==> config.mk <==
export PLATFORM = sky130hd
export DESIGN_NAME = axi_wr_arbiter
export DESIGN_NICKNAME = d
export VERILOG_FILES = /design/src/rtl/axi_wr_arbiter.sv
export SDC_FILE = /design/constraint.sdc
export NUM_CORES = 1
export LEC_CHECK = 0
export ABC_CLOCK_PERIOD_IN_PS = 3800
export BUFFER_PORTS_ARGS = -buffer_cell sky130_fd_sc_hd__buf_2
export CAP_MARGIN = 10
export CORE_AREA = 2 2 77 79
export DETAILED_ROUTE_END_ITERATION = 8
export DIE_AREA = 0 0 79 81
export PLACE_DENSITY = 0.91
export SETUP_SLACK_MARGIN = 0.05
export SLEW_MARGIN = 0
export SYNTH_ARGS = -nofsm -noshare
export SYNTH_HDL_FRONTEND = slang
export SYNTH_SLANG_ARGS = --single-unit
==> constraint.sdc <==
create_clock -name ACLK -period 3.8 [get_ports ACLK]
set_clock_uncertainty 0.15 [all_clocks]
set_input_delay 0.76 -clock ACLK [delete_from_list [all_inputs] [get_ports ACLK]]
set_output_delay 0.76 -clock ACLK [all_outputs]
set_load 0.02 [all_outputs]
==> src/rtl/axi_wr_arbiter.sv <==
// Two-requester AXI4 write arbiter. Requesters take turns round-robin, and
// one burst at a time is forwarded to a single AXI4 slave.
module axi_wr_arbiter #(
  parameter int DATA_WIDTH = 32,
  parameter int ADDR_WIDTH = 16
) (
  input  logic                    ACLK,
  input  logic                    ARESETn,
  input  logic [1:0]              req,
  input  logic [2*ADDR_WIDTH-1:0] req_addr,
  input  logic [15:0]             req_len,
  input  logic [5:0]              req_size,
  output logic [1:0]              gnt,
  input  logic [2*DATA_WIDTH-1:0] m_wdata,
  input  logic [1:0]              m_wvalid,
  output logic [1:0]              m_wready,
  output logic [1:0]              m_bresp,
  output logic [1:0]              m_bvalid,
  output logic [ADDR_WIDTH-1:0]   AWADDR,
  output logic [7:0]              AWLEN,
  output logic [2:0]              AWSIZE,
  output logic                    AWVALID,
  input  logic                    AWREADY,
  output logic [DATA_WIDTH-1:0]   WDATA,
  output logic                    WLAST,
  output logic                    WVALID,
  input  logic                    WREADY,
  input  logic [1:0]              BRESP,
  input  logic                    BVALID,
  output logic                    BREADY
);

  typedef enum logic [1:0] {IDLE, ADDR, DATA, RESP} state_t;

  state_t                state, state_nxt;
  logic                  owner;
  logic                  prio;   // requester that wins a tie
  logic                  sel;
  logic [7:0]            beat;
  logic [ADDR_WIDTH-1:0] addr_q;
  logic [7:0]            len_q;
  logic [2:0]            size_q;

  assign AWADDR = addr_q;
  assign AWLEN  = len_q;
  assign AWSIZE = size_q;

  always_comb begin
    sel = (req == 2'b11) ? prio : req[1];
  end

  always_comb begin
    state_nxt = state;
    gnt       = '0;
    AWVALID   = 1'b0;
    WDATA     = '0;
    WVALID    = 1'b0;
    WLAST     = 1'b0;
    m_wready  = '0;
    BREADY    = 1'b0;
    m_bvalid  = '0;
    m_bresp   = '0;
    case (state)
      IDLE: begin
        if (|req) begin
          gnt[sel]  = 1'b1;
          state_nxt = ADDR;
        end
      end
      ADDR: begin
        AWVALID = 1'b1;
        if (AWREADY) state_nxt = DATA;
      end
      DATA: begin
        WDATA           = owner ? m_wdata[2*DATA_WIDTH-1:DATA_WIDTH] : m_wdata[DATA_WIDTH-1:0];
        WVALID          = m_wvalid[owner];
        m_wready[owner] = WREADY;
        WLAST           = (beat == len_q);
        if (WVALID && WREADY && WLAST) state_nxt = RESP;
      end
      RESP: begin
        BREADY = 1'b1;
        if (BVALID) begin
          m_bvalid[owner] = 1'b1;
          m_bresp         = BRESP;
          state_nxt       = IDLE;
        end
      end
      default: state_nxt = IDLE;
    endcase
  end

  always_ff @(posedge ACLK) begin
    if (!ARESETn) begin
      state  <= IDLE;
      owner  <= 1'b0;
      prio   <= 1'b0;
      beat   <= '0;
      addr_q <= '0;
      len_q  <= '0;
      size_q <= '0;
    end else begin
      state <= state_nxt;
      case (state)
        IDLE: begin
          if (|req) begin
            owner  <= sel;
            addr_q <= sel ? req_addr[2*ADDR_WIDTH-1:ADDR_WIDTH] : req_addr[ADDR_WIDTH-1:0];
            len_q  <= sel ? req_len[15:8] : req_len[7:0];
            size_q <= sel ? req_size[5:3] : req_size[2:0];
          end
        end
        ADDR: if (AWREADY) beat <= '0;
        DATA: if (WVALID && WREADY) beat <= beat + 8'd1;
        // The finished owner loses the next tie.
        RESP: if (BVALID) prio <= ~owner;
        default: ;
      endcase
    end
  end

endmodule

# Yosys cells after proc, flatten, opt, wreduce, memory -nomap -nowiden
# Index checks and enable logic that the tools add are counted.
dict set report totals {
  word_cells 67
  out_inout_bits 71
  regBits 39
}
dict set report classes {
  bitwise_logic 2
  n_lt_le_gt_ge 4
  n_eq_ne 10
  addsub 1
  n_mux 31
  n_reduce_logical 12
}
# cell count
set op_table {}
lappend op_table {{$mux 32} 2}
lappend op_table {{$mux 8} 3}
lappend op_table {{$mux 2} 11}
lappend op_table {{$mux 16} 1}
lappend op_table {{$pmux 8 s2} 1}
lappend op_table {{$ne 2x2->1 const B} 5}
lappend op_table {{$mux 1} 9}
lappend op_table {{$add 8x1->8 const B} 1}
lappend op_table {{$eq 8x8->1} 1}
lappend op_table {{$pmux 2 s4} 1}
lappend op_table {{$eq 2x2->1 const B} 3}
lappend op_table {{$logic_and 1x1->1} 5}
lappend op_table {{$lt 1x2->1 const B} 2}
lappend op_table {{$reduce_and 2->1} 2}
lappend op_table {{$reduce_and 4->1} 1}
lappend op_table {{$mux 3} 1}
lappend op_table {{$reduce_and 3->1} 1}
lappend op_table {{$and 2x2->2} 1}
lappend op_table {{$demux 1 s1} 2}
lappend op_table {{$eq 2x1->1 const B} 1}
lappend op_table {{$ge 1x1->1 const B} 2}
lappend op_table {{$logic_not 2->1} 1}
lappend op_table {{$reduce_bool 2->1} 1}
lappend op_table {{$reduce_or 2->1} 1}
lappend op_table {{$not 1->1} 1}

# Longest topological paths before layout
dict set report depth {
  ltp_word 8
  ltp_mapped 8
}

# Least setup slack after synthesis
# No wires, ideal clock.
dict set report synth_path {
  kind {input port to output port}
  from {input port req[0]}
  to {output port gnt[0]}
  n_path_buf 1
  cell_stages 3
  slack_ns 1.411
  t_arrival_ns 1.479
  t_required_ns 2.890
  path_cell_list {nand2_1 > a21oi_2 > clkbuf_1}
}
dict set report synth_via {
  elab_chain_len 8
}
# item line_no
set synth_rtl {}
lappend synth_rtl {{from (decl)} 9} ;# input logic [1:0] req,
lappend synth_rtl {{$eq 2x2->1} 49} ;# sel = (req == 2'b11) ? prio : req[1];
lappend synth_rtl {{$mux 1} 49}
lappend synth_rtl {{$lt 1x2->1 (not written as such) or $ge 1x1->1 (tied branches)} 66} ;# gnt[sel] = 1'b1;
lappend synth_rtl {{$logic_and 1x1->1 (not written as such)} 66}
lappend synth_rtl {{$mux 1 (not written as such)} 66}
lappend synth_rtl {{$demux 1 s1} 66}
lappend synth_rtl {{$mux 2 (*)} 65} ;# if (|req) begin
lappend synth_rtl {{$mux 2 (*)} 63} ;# case (state)
lappend synth_rtl {{to (decl)} 13} ;# output logic [1:0] gnt,
# Every way passes the cells marked *; elsewhere a longest branch is shown, timed or not.

# Worst setup path after layout
dict set report layout_path {
  from {register owner}
  to {output port WVALID}
}
dict set report layout_via {
  elab_chain_len 3
}
# item line_no
set layout_rtl {}
lappend layout_rtl {{from (decl)} 36} ;# logic owner;
lappend layout_rtl {{from (signal assigned)} 107} ;# owner <= sel;
lappend layout_rtl {{$mux 1 (not written as such) (2 in series)} 76} ;# WVALID = m_wvalid[owner];
lappend layout_rtl {{$mux 1} 63}
lappend layout_rtl {{to (decl)} 26} ;# output logic WVALID,
# Every way passes these cells. The select of a mux whose other input is x is not followed.

==> flow_summary.toml <==
[synth]
synth_top_area_cell = "dfxtp_1"
yosysWarnings = 0
synthesis.instances = 259
synthTopCellsByArea = "dfxtp_1 36%, mux2i_1 16%, a222oi_1 12%"
ys_types = 26
syn_area_um2 = 2190
async_flop_share_pct = 0
synth_area_per_cell_um2 = 8.45
synth_enable_flop_cells = 0
synth.top_cell.area_share_pct = 35.7
synth-seq-cells = 39
ys_seq_area_share_pct = 35.7
syn-num-nets = 393
synth-main-ff-cell = "dfxtp_1"

[floorplanning]
core_area_um2 = 5680
initial_core_util_pct = 38.6
die_w_um = 79
die_area_um2 = 6400
num_rows = 28
fp.dieH_um = 81
io_pins = 200

[cells_and_area]
syn_to_final_growth_pct = 53.0
layout-drive-gt1-share_pct = 47.8
fillCellCount = 529
fin_area_um2 = 3350
nets = 585

[routing]
drc = 0
routed_wl_mm = 7.75
drtIter0Drc = 199
highest_layer = "met4"
wl_met3_um = 650
drt-pass1-iter-count = 5
routed_via_density = 5.20
num_vias = 2745
avgRoutedWirePerCell_um = 14.7
antenna_left = 0
drt-met1-wl_mm = 3.02
routed-wl-met2_mm = 3.89

[setup_path]
endpoint_kind = "primary output"
critical_path.max_stage_delay_ps = 690
crit_buf_inv = 2
crit_fanout = 20
cp.required_ps = 2890
worstPathCellList = "buf_4, mux2i_1, nor2_1, buf_2"
start_kind = "flop"
crit_arrival_ps = 1850
path_class = "flop to primary output"
cp_top_family = "flip-flops"
cp_slowest_cell = "dfxtp_2"

[sta]
fin_crit_sh_pct = 72.7
rsz0062_at_grt = "false"
fmax_mhz = 362
fin_crit_ps = 2760
slew_violations = 0
tightest_slew_ps = 1060
slew_headroom_pct = 29.3
setup_viol = 0
fin_ws_ps = 1040
finalHoldViolCount = 0
setup_tns_ps = 0

[clock_tree]
clk_latency_ps = 290
postCtsSetupBuffers = 0
cts_resized = 0
cts_max_path_buffers = 2
clockRootBuffer = "clkbuf_8"
htreeDepth = 2
cts_tree = "built"
numCtsBuffers = 5
clkTransAtPathRegs_ps = 80
cts.sinks = 39
hold_buffers = 0

[grt]
grt_pass1_vias = 2453
grt.overflow.total = 0
antenna_found_initial = 1
grt_pass1_wl_mm = 11.3
grt_max_degree = 37
gr-usage-all-layers_pct = 22.2

[placement]
hpwl_mm = 6.24
placed_cell_area_um2 = 3240
gp_congestion = 0.791
place_ws_ps = 1370
io_buffers = 199

[pwr]
power_density_nw_per_um2 = 575
p_leak_nw = 1.69
ir_drop_v = 0.000441

[run]
maxCapViolCount = 0

[min_path]
hold_class = "flop to flop"

[status]
status = "complete, no violations"
## flip-flops by register name (all words and copies together), names as in the netlist
register	count
AWADDR	16
AWLEN	8
AWSIZE	3
state	2
prio	1
owner	1
beat	8
## through the flow
stage	power [mW]	cells	hold WS (ps)	utilization (%)
finish	1.93	528	358	59.0
global route	2.06	528	390	59.0
CTS	1.93	527	355	59.0
detailed placement	1.63	519	336	57.1
global placement	1.59	519	328	57.1
floorplan	1.29	259	317	-
## report_power, final
| part | total (mW) | switching, mW | internal (mW) |
|---|---|---|---|
| Sequential | 0.573 | 0.0791 | 0.494 |
| Combinational | 1.05 | 0.649 | 0.398 |
| Clock | 0.307 | 0.142 | 0.165 |
## per-layer routing
| layer | vias to the layer above | track usage, % |
|---|---|---|
| met4 | 0 | 7.76 |
| met5 | - | 0 |
| li1 | 1335 | - |
| met1 | 1257 | 24.3 |
| met3 | 16 | 6.89 |
| met2 | 137 | 40.6 |
## tightest hold or removal path: stages, from the launching register on
cell and delay [ps]:
dfxtp_1 330, a222oi_1 60, nor2_1 80
## cell usage in the layout, fill, tap and decap left out, types with 4 or more instances in the layout
cell type  netlist  routed
buf_2            6     199
buf_4            0       4
xnor2_1         15      15
clkbuf_8         0       7
and3_1           4       4
a222oi_1        27      27
inv_1            7       7
ha_1             5       5
nand2_1          8       8
nor2_1          72      72
mux2i_1         34      34
nor3_1           4       4
dfxtp_1         39      38
## cell usage after synthesis, drive strengths merged, types with 2 or more instances
cell type and instances:
a222oi 27, clkbuf 12, o21ai 4, xnor2 15, nor4 3, dfxtp 39, nand4 3, nor3 4
inv 8, mux2i 34, nand3 3, a211oi 2, ha 5, nand2 8, a21oi 5, and3 4
buf 6, nor2 72
## path summary, 6_finish.rpt
path                                         startpoint                      end  slack, ps  depth (start not counted)
worst max-delay path                 owner$_SDFFE_PN0P_                   WVALID       1040                          4
worst min-delay path            AWADDR[12]$_SDFFE_PN0P_  AWADDR[12]$_SDFFE_PN0P_        360                          2
worst max register to register       owner$_SDFFE_PN0P_     beat[7]$_SDFFE_PN0P_       1400                          6
worst min register to register  AWADDR[12]$_SDFFE_PN0P_  AWADDR[12]$_SDFFE_PN0P_        360                          2
## logic make-up after synthesis
| kind of cell | Yosys count | share of synthesized area (%) |
|---|---|---|
| and+or+nand+nor | 98 | 18.5 |
| AOI/OAI and AO/OA | 42 | 16.6 |
| DFF | 39 | 35.7 |
| muxes | 34 | 15.6 |
| buffers and inverters | 26 | 4.80 |
| xor gates and xnor gates | 15 | 6.00 |
| adders and majority gates | 5 | 2.86 |
## final cells by class
type	instances	area [um2]	share of cell area (%)
inverter	8	30.0	0.897
clock buffer	7	96.3	2.88
timing repair buffer	203	1030	30.6
antenna	1	2.50	0.0747
clock inverter	1	7.51	0.224
tap	75	93.8	2.80
multi-input combinational	194	1310	39.1
sequential	39	782	23.4
Power figures use the tool's default switching activity.
